==> config.mk <==
export PLATFORM = sky130hd
export DESIGN_NAME = axi_arbiter
export DESIGN_NICKNAME = d
export VERILOG_FILES = /design/src/rtl/axi_arbiter.sv
export SDC_FILE = /design/constraint.sdc
export NUM_CORES = 1
export LEC_CHECK = 0
export ABC_AREA = 1
export CORE_ASPECT_RATIO = 1.5
export CORE_MARGIN = 10
export CORE_UTILIZATION = 46
export DETAILED_ROUTE_END_ITERATION = 12
export HOLD_SLACK_MARGIN = 0.15
export PLACE_DENSITY = 0.92
export SLEW_MARGIN = 40
export SYNTH_ARGS = -nofsm -noshare
export SYNTH_HDL_FRONTEND = slang
export SYNTH_SLANG_ARGS = --single-unit
==> constraint.sdc <==
create_clock -name clock -period 1.46 [get_ports clock]
set_clock_uncertainty 0.15 [all_clocks]
set_input_delay 0.146 -clock clock [delete_from_list [all_inputs] [get_ports clock]]
set_output_delay 0.146 -clock clock [all_outputs]
set_load 0.02 [all_outputs]
==> src/rtl/axi_arbiter.sv <==
// axi_arbiter: shares one AXI bridge between the fetch (imem) and data (dmem)
// requesters. Each port latches a one-cycle request pulse. The arbiter issues
// one request at a time and returns the bridge's rdata/ready to the granted
// port only.
// Ports:
//   clock, reset                 single clock, synchronous active-high reset
//   imem_valid/addr              fetch request pulse and address
//   imem_rdata/ready             fetch read data and completion pulse
//   dmem_valid/addr/wdata/wstrb  data request pulse and payload (wstrb=0: read)
//   dmem_rdata/ready             load data and completion pulse
//   axi_valid/instr/addr/wdata/wstrb  one-cycle request to the bridge
//   axi_rdata/ready              bridge read data and completion pulse
// ARB_MODE: 0 = fixed priority with dmem winning, 1 = round-robin on last grant.
module axi_arbiter #(
  parameter int ARB_MODE = 0
) (
  input  logic        clock,
  input  logic        reset,
  input  logic        imem_valid,
  input  logic [31:0] imem_addr,
  output logic [31:0] imem_rdata,
  output logic        imem_ready,
  input  logic        dmem_valid,
  input  logic [31:0] dmem_addr,
  input  logic [31:0] dmem_wdata,
  input  logic [3:0]  dmem_wstrb,
  output logic [31:0] dmem_rdata,
  output logic        dmem_ready,
  output logic        axi_valid,
  output logic        axi_instr,
  output logic [31:0] axi_addr,
  output logic [31:0] axi_wdata,
  output logic [3:0]  axi_wstrb,
  input  logic [31:0] axi_rdata,
  input  logic        axi_ready
);

  typedef enum logic {IDLE, BUSY} state_t;

  state_t      state, state_nx;
  logic        ipend, dpend;
  logic [31:0] iaddr, daddr, dwdata;
  logic [3:0]  dwstrb;
  // last_d is both the last-grant pointer and, while BUSY, the current grant.
  logic        last_d;
  logic        pick_d;
  logic        issue, done, idone, ddone;
  logic [31:0] addr_q, wdata_q;
  logic [3:0]  wstrb_q;
  logic        instr_q;

  always_comb begin
    pick_d = dpend;
    if (ipend && dpend) pick_d = (ARB_MODE == 0) ? 1'b1 : !last_d;
  end

  assign issue = (state == IDLE) && (ipend || dpend);
  assign done  = (state == BUSY) && axi_ready;
  assign idone = done && !last_d;
  assign ddone = done && last_d;

  always_ff @(posedge clock) begin
    if (reset) state <= IDLE;
    else       state <= state_nx;
  end

  always_comb begin
    state_nx = state;
    case (state)
      IDLE: if (ipend || dpend) state_nx = BUSY;
      BUSY: if (axi_ready) state_nx = IDLE;
      default: state_nx = IDLE;
    endcase
  end

  always_comb begin
    axi_valid  = issue;
    axi_instr  = instr_q;
    axi_addr   = addr_q;
    axi_wdata  = wdata_q;
    axi_wstrb  = wstrb_q;
    if (issue) begin
      axi_instr = !pick_d;
      axi_addr  = pick_d ? daddr : iaddr;
      axi_wdata = pick_d ? dwdata : '0;
      axi_wstrb = pick_d ? dwstrb : '0;
    end
    imem_ready = idone;
    dmem_ready = ddone;
    imem_rdata = idone ? axi_rdata : '0;
    dmem_rdata = ddone ? axi_rdata : '0;
  end

  // A port may take a new request only when it is free or completing now.
  always_ff @(posedge clock) begin
    if (reset) begin
      ipend  <= 1'b0;
      dpend  <= 1'b0;
      iaddr  <= '0;
      daddr  <= '0;
      dwdata <= '0;
      dwstrb <= '0;
    end else begin
      if (imem_valid && (!ipend || idone)) begin
        ipend <= 1'b1;
        iaddr <= imem_addr;
      end else if (idone) begin
        ipend <= 1'b0;
      end
      if (dmem_valid && (!dpend || ddone)) begin
        dpend  <= 1'b1;
        daddr  <= dmem_addr;
        dwdata <= dmem_wdata;
        dwstrb <= dmem_wstrb;
      end else if (ddone) begin
        dpend <= 1'b0;
      end
    end
  end

  // The issued payload is held so the bridge sees it stable through BUSY.
  always_ff @(posedge clock) begin
    if (reset) begin
      last_d  <= 1'b0;
      instr_q <= 1'b0;
      addr_q  <= '0;
      wdata_q <= '0;
      wstrb_q <= '0;
    end else if (issue) begin
      last_d  <= pick_d;
      instr_q <= !pick_d;
      addr_q  <= pick_d ? daddr : iaddr;
      wdata_q <= pick_d ? dwdata : '0;
      wstrb_q <= pick_d ? dwstrb : '0;
    end
  end

endmodule

==> results.cfg <==
[run_status]
outcome = finished, violations left
violations = negative setup slack

[sta]
setup_tns_ns = -83.72
finalCritPeriodShare = 1.36
rsz0062_at_grt = yes
setup_viol = 240
tightestPinTransition_ns = 0.410
worst_slack_ns = -0.531
finalHoldViolCount = 0
max_clock_freq_mhz = 502
slew_headroom = 0.727
layout_min_cycle_time_ns = 1.99
final-max-slew-violation-count = 0

[critical_path]
crit_path_max_fanout = 16
timing.reg2reg.setup_slack_ns = -0.37
critical-path-slowest-cell = sky130_fd_sc_hd__dfxtp_4
critical_path_class = flop to output pin
crit_path_max_incr_delay_ns = 0.37
worst_r2r_path_depth = 9
timing.critical_path.cells = buf_6 -> buf_6 -> nand3_4 -> clkbuf_16 -> nor2_1 -> buf_4
rr_endpoint = dwdata[23]
crit_required_ns = 1.16
crit_path_start_kind = flop
crit_arrival_ns = 1.70
worstSetupEndpointType = output pin
timing.critical_path.mode_cell = sky130_fd_sc_hd__buf_6
worstReg2RegStart = state

[synth]
synth-warning-count = 0
synth_fp_nets = 1332
synth-seq-area-share = 0.429
synth.distinct_cells = 20
post_synth.cell_area_avg_sq_um = 6.75
syn-cell-area_sq_um = 8070
synth-seq-cells = 173
syn_inst = 1195

[power_and_ir_drop]
comb_power_frac = 0.256
powerDensity_nw_per_um2 = 1000
share_clk_of_total_power = 0.344
power.share.sequential = 0.400
p_sw_mw = 4.12
cellInternalPower_mw = 8.88
irDropWorstVdd_v = 0.000689
swShare = 0.317
leakage_nw = 6.20

[floorplanning]
dieArea_sq_um = 23300
floorplan.io_pins = 273
placementRows = 59
die_y_microns = 182
initial_core_util = 0.467
core_area_sq_um = 17300
die_width_microns = 128

[clocking]
numCtsBuffers = 17
clk_pin_slew_worst_paths_ns = 0.08
cts-root-to-sink-buffers = 2
clockRootBuffer = sky130_fd_sc_hd__clkbuf_16
tritoncts = done
ctsHtreeMaxLevel = 4
cts.sinks = 173
clock_insertion_delay_worst_skew_ns = 0.43

[run]
max_cap_violations = 0

[layout]
regArea_sq_um = 3470
layout-drive-gt1-share = 0.264
layout-area-overhead-vs-synth_pct = 61.0
nets = 1626
final_core_utilization = 0.752
multiInputGateArea_sq_um = 4400
layout.filler_cells = 1181

[placement]
numPortBuffers = 272
place.gp.congestion = 0.878
dpl.hpwl_microns = 19600
place_ws_ns = -0.624

[worst_hold_path]
min_delay_path_depth = 5
worst_hold_startpoint = imem_addr[17]
hold_class = input pin to flop
min_to = iaddr[17]

[drt]
wl_microns = 32800
post_drt_via_cell_ratio = 5.52
detailroute.via_count = 9484
drt-pass1-iter-count = 5
routedWlPerCell_microns = 19.1
dr.first_iter.drc_count = 1118
drtAntennaViolNets = 0
drc = 0

[global_routing]
grt_start_max_net_pins = 82
grt_overflow = 0
grt_first_pass_wirelength_microns = 46400
grtUsageTotal = 0.243
vias_in_the_first_global_route = 8765
antenna_violations_before_repair = 3
-- cells by family after synthesis --
logic type,Yosys count,synth area share
flops,173,0.429
buf+inv,173,0.0971
simple gates,678,0.368
compound gates,171,0.106
-- power by group through the flow --
stage | clock network [mW] | logic [mW] | registers, mW
2_1_floorplan | 0 | 1.50 | 5.24
3_3_place_gp | 0 | 2.67 | 5.26
3_5_place_dp | 0 | 2.71 | 5.28
4_1_cts | 4.50 | 2.93 | 5.18
5_1_grt | 4.71 | 3.55 | 5.23
6_report | 4.47 | 3.33 | 5.20
-- per-layer routing --
layer,GRT usage,vias to the layer above,share of wire
met2,0.424,543,0.51
met1,0.276,4400,0.35
met5,0,-,0.00055
li1,-,4398,-
met4,0.116,2,0.060
met3,0.0424,141,0.080
-- state kept, by name, indices dropped and copies added, names as in the netlist, 4 cells and up --
| signal | flops |
|---|---|
| dwstrb | 4 |
| wdata_q | 32 |
| dwdata | 32 |
| iaddr | 32 |
| wstrb_q | 4 |
| daddr | 32 |
| addr_q | 32 |
-- final cells by class --
class,instances,share of cell area
inverters,76,0.0230
flip-flops and latches,173,0.267
clock inverters,14,0.0109
repair buffers,372,0.305
diodes,2,0.000385
well taps,213,0.0205
multi-input cells,849,0.339
clock buffers,18,0.0338
-- worst max-delay path, delay by kind of cell, from the launching register on --
family	cells	cell delay, ns
DFF	1	0.37
buffers and inverters	4	0.62
and+or+nand+nor	2	0.29
-- through the flow --
step	instance area, sq um	instances	hold slack [ns]	total power, mW
global placement	11300	1649	0.308	7.93
detailed placement	11300	1649	0.312	7.99
finish	13000	1717	0.196	13.0
floorplan	8070	1195	0.193	6.74
CTS	12100	1696	0.193	12.6
global route	13000	1717	0.235	13.5
-- repair_timing --
action | 4_1_cts | 5_1_grt
hold buffers | 3 | 0
gates resized for setup | 574 | 338
buffers inserted | 10 | 13
pin swaps | 8 | 10
endpoints found under the setup margin | 252 | 245
gates cloned | 4 | 8
hold endpoints to repair | 100 | 0
-- synthesized netlist by cell type --
master / instances / share of area
sky130_fd_sc_hd__buf_2: 27 / 0.017
sky130_fd_sc_hd__inv_1: 74 / 0.034
sky130_fd_sc_hd__nand2_8: 1 / 0.0025
sky130_fd_sc_hd__buf_1: 8 / 0.0037
sky130_fd_sc_hd__o21ai_0: 1 / 0.00062
sky130_fd_sc_hd__clkbuf_4: 1 / 0.00093
sky130_fd_sc_hd__clkbuf_1: 38 / 0.018
sky130_fd_sc_hd__a21oi_1: 170 / 0.11
sky130_fd_sc_hd__buf_4: 21 / 0.020
sky130_fd_sc_hd__dfxtp_1: 173 / 0.43
sky130_fd_sc_hd__nand3_1: 32 / 0.020
sky130_fd_sc_hd__inv_4: 1 / 0.00078
sky130_fd_sc_hd__nor2_1: 172 / 0.080
sky130_fd_sc_hd__buf_6: 2 / 0.0028
sky130_fd_sc_hd__nand2_1: 366 / 0.17
sky130_fd_sc_hd__nand4_1: 36 / 0.028
sky130_fd_sc_hd__nand2_4: 1 / 0.0014
sky130_fd_sc_hd__inv_2: 1 / 0.00046
sky130_fd_sc_hd__nand3_2: 2 / 0.0025
sky130_fd_sc_hd__nand3b_1: 68 / 0.063
-- layout by cell type (no fill, tap or decap) --
master / instances
sky130_fd_sc_hd__nand2_1: 298
sky130_fd_sc_hd__a21oi_1: 170
sky130_fd_sc_hd__dfxtp_1: 169
sky130_fd_sc_hd__clkdlybuf4s50_1: 133
sky130_fd_sc_hd__nor2_1: 125
sky130_fd_sc_hd__buf_4: 106
sky130_fd_sc_hd__buf_6: 86
sky130_fd_sc_hd__inv_1: 70
sky130_fd_sc_hd__nand3b_1: 68
sky130_fd_sc_hd__nand2_2: 46
sky130_fd_sc_hd__nand4_1: 36
sky130_fd_sc_hd__nand3_1: 32
sky130_fd_sc_hd__nor2_4: 31
sky130_fd_sc_hd__clkbuf_16: 25
sky130_fd_sc_hd__buf_12: 25
sky130_fd_sc_hd__nand2_4: 22
sky130_fd_sc_hd__nor2_2: 16
sky130_fd_sc_hd__inv_6: 8
sky130_fd_sc_hd__buf_2: 6
sky130_fd_sc_hd__inv_8: 3
sky130_fd_sc_hd__buf_16: 3
sky130_fd_sc_hd__dlygate4sd3_1: 3
sky130_fd_sc_hd__diode_2: 2
sky130_fd_sc_hd__inv_2: 2
sky130_fd_sc_hd__nand2_8: 2
sky130_fd_sc_hd__nand3_4: 2
sky130_fd_sc_hd__clkinv_2: 2
sky130_fd_sc_hd__clkinv_4: 2
sky130_fd_sc_hd__clkinv_8: 2
sky130_fd_sc_hd__dfxtp_4: 2
sky130_fd_sc_hd__dfxtp_2: 2
sky130_fd_sc_hd__inv_4: 1
sky130_fd_sc_hd__o21ai_0: 1
sky130_fd_sc_hd__clkbuf_8: 1
sky130_fd_sc_hd__clkdlybuf4s15_2: 1
sky130_fd_sc_hd__buf_8: 1
-- how the worst max path moves through the flow --
stage                         start              to  slack [ns]  depth (start not counted)
after global placement    axi_ready   imem_rdata[8]       -0.57                          5
after CTS                     dpend    axi_wdata[3]       -0.50                          9
after detailed placement  axi_ready   imem_rdata[7]       -0.62                          5
final                         state  imem_rdata[17]       -0.53                          6
after global routing          dpend       axi_instr       -0.63                          9
after floorplan               dpend    axi_addr[23]        0.02                          8
(Power assumes the default switching activity.)
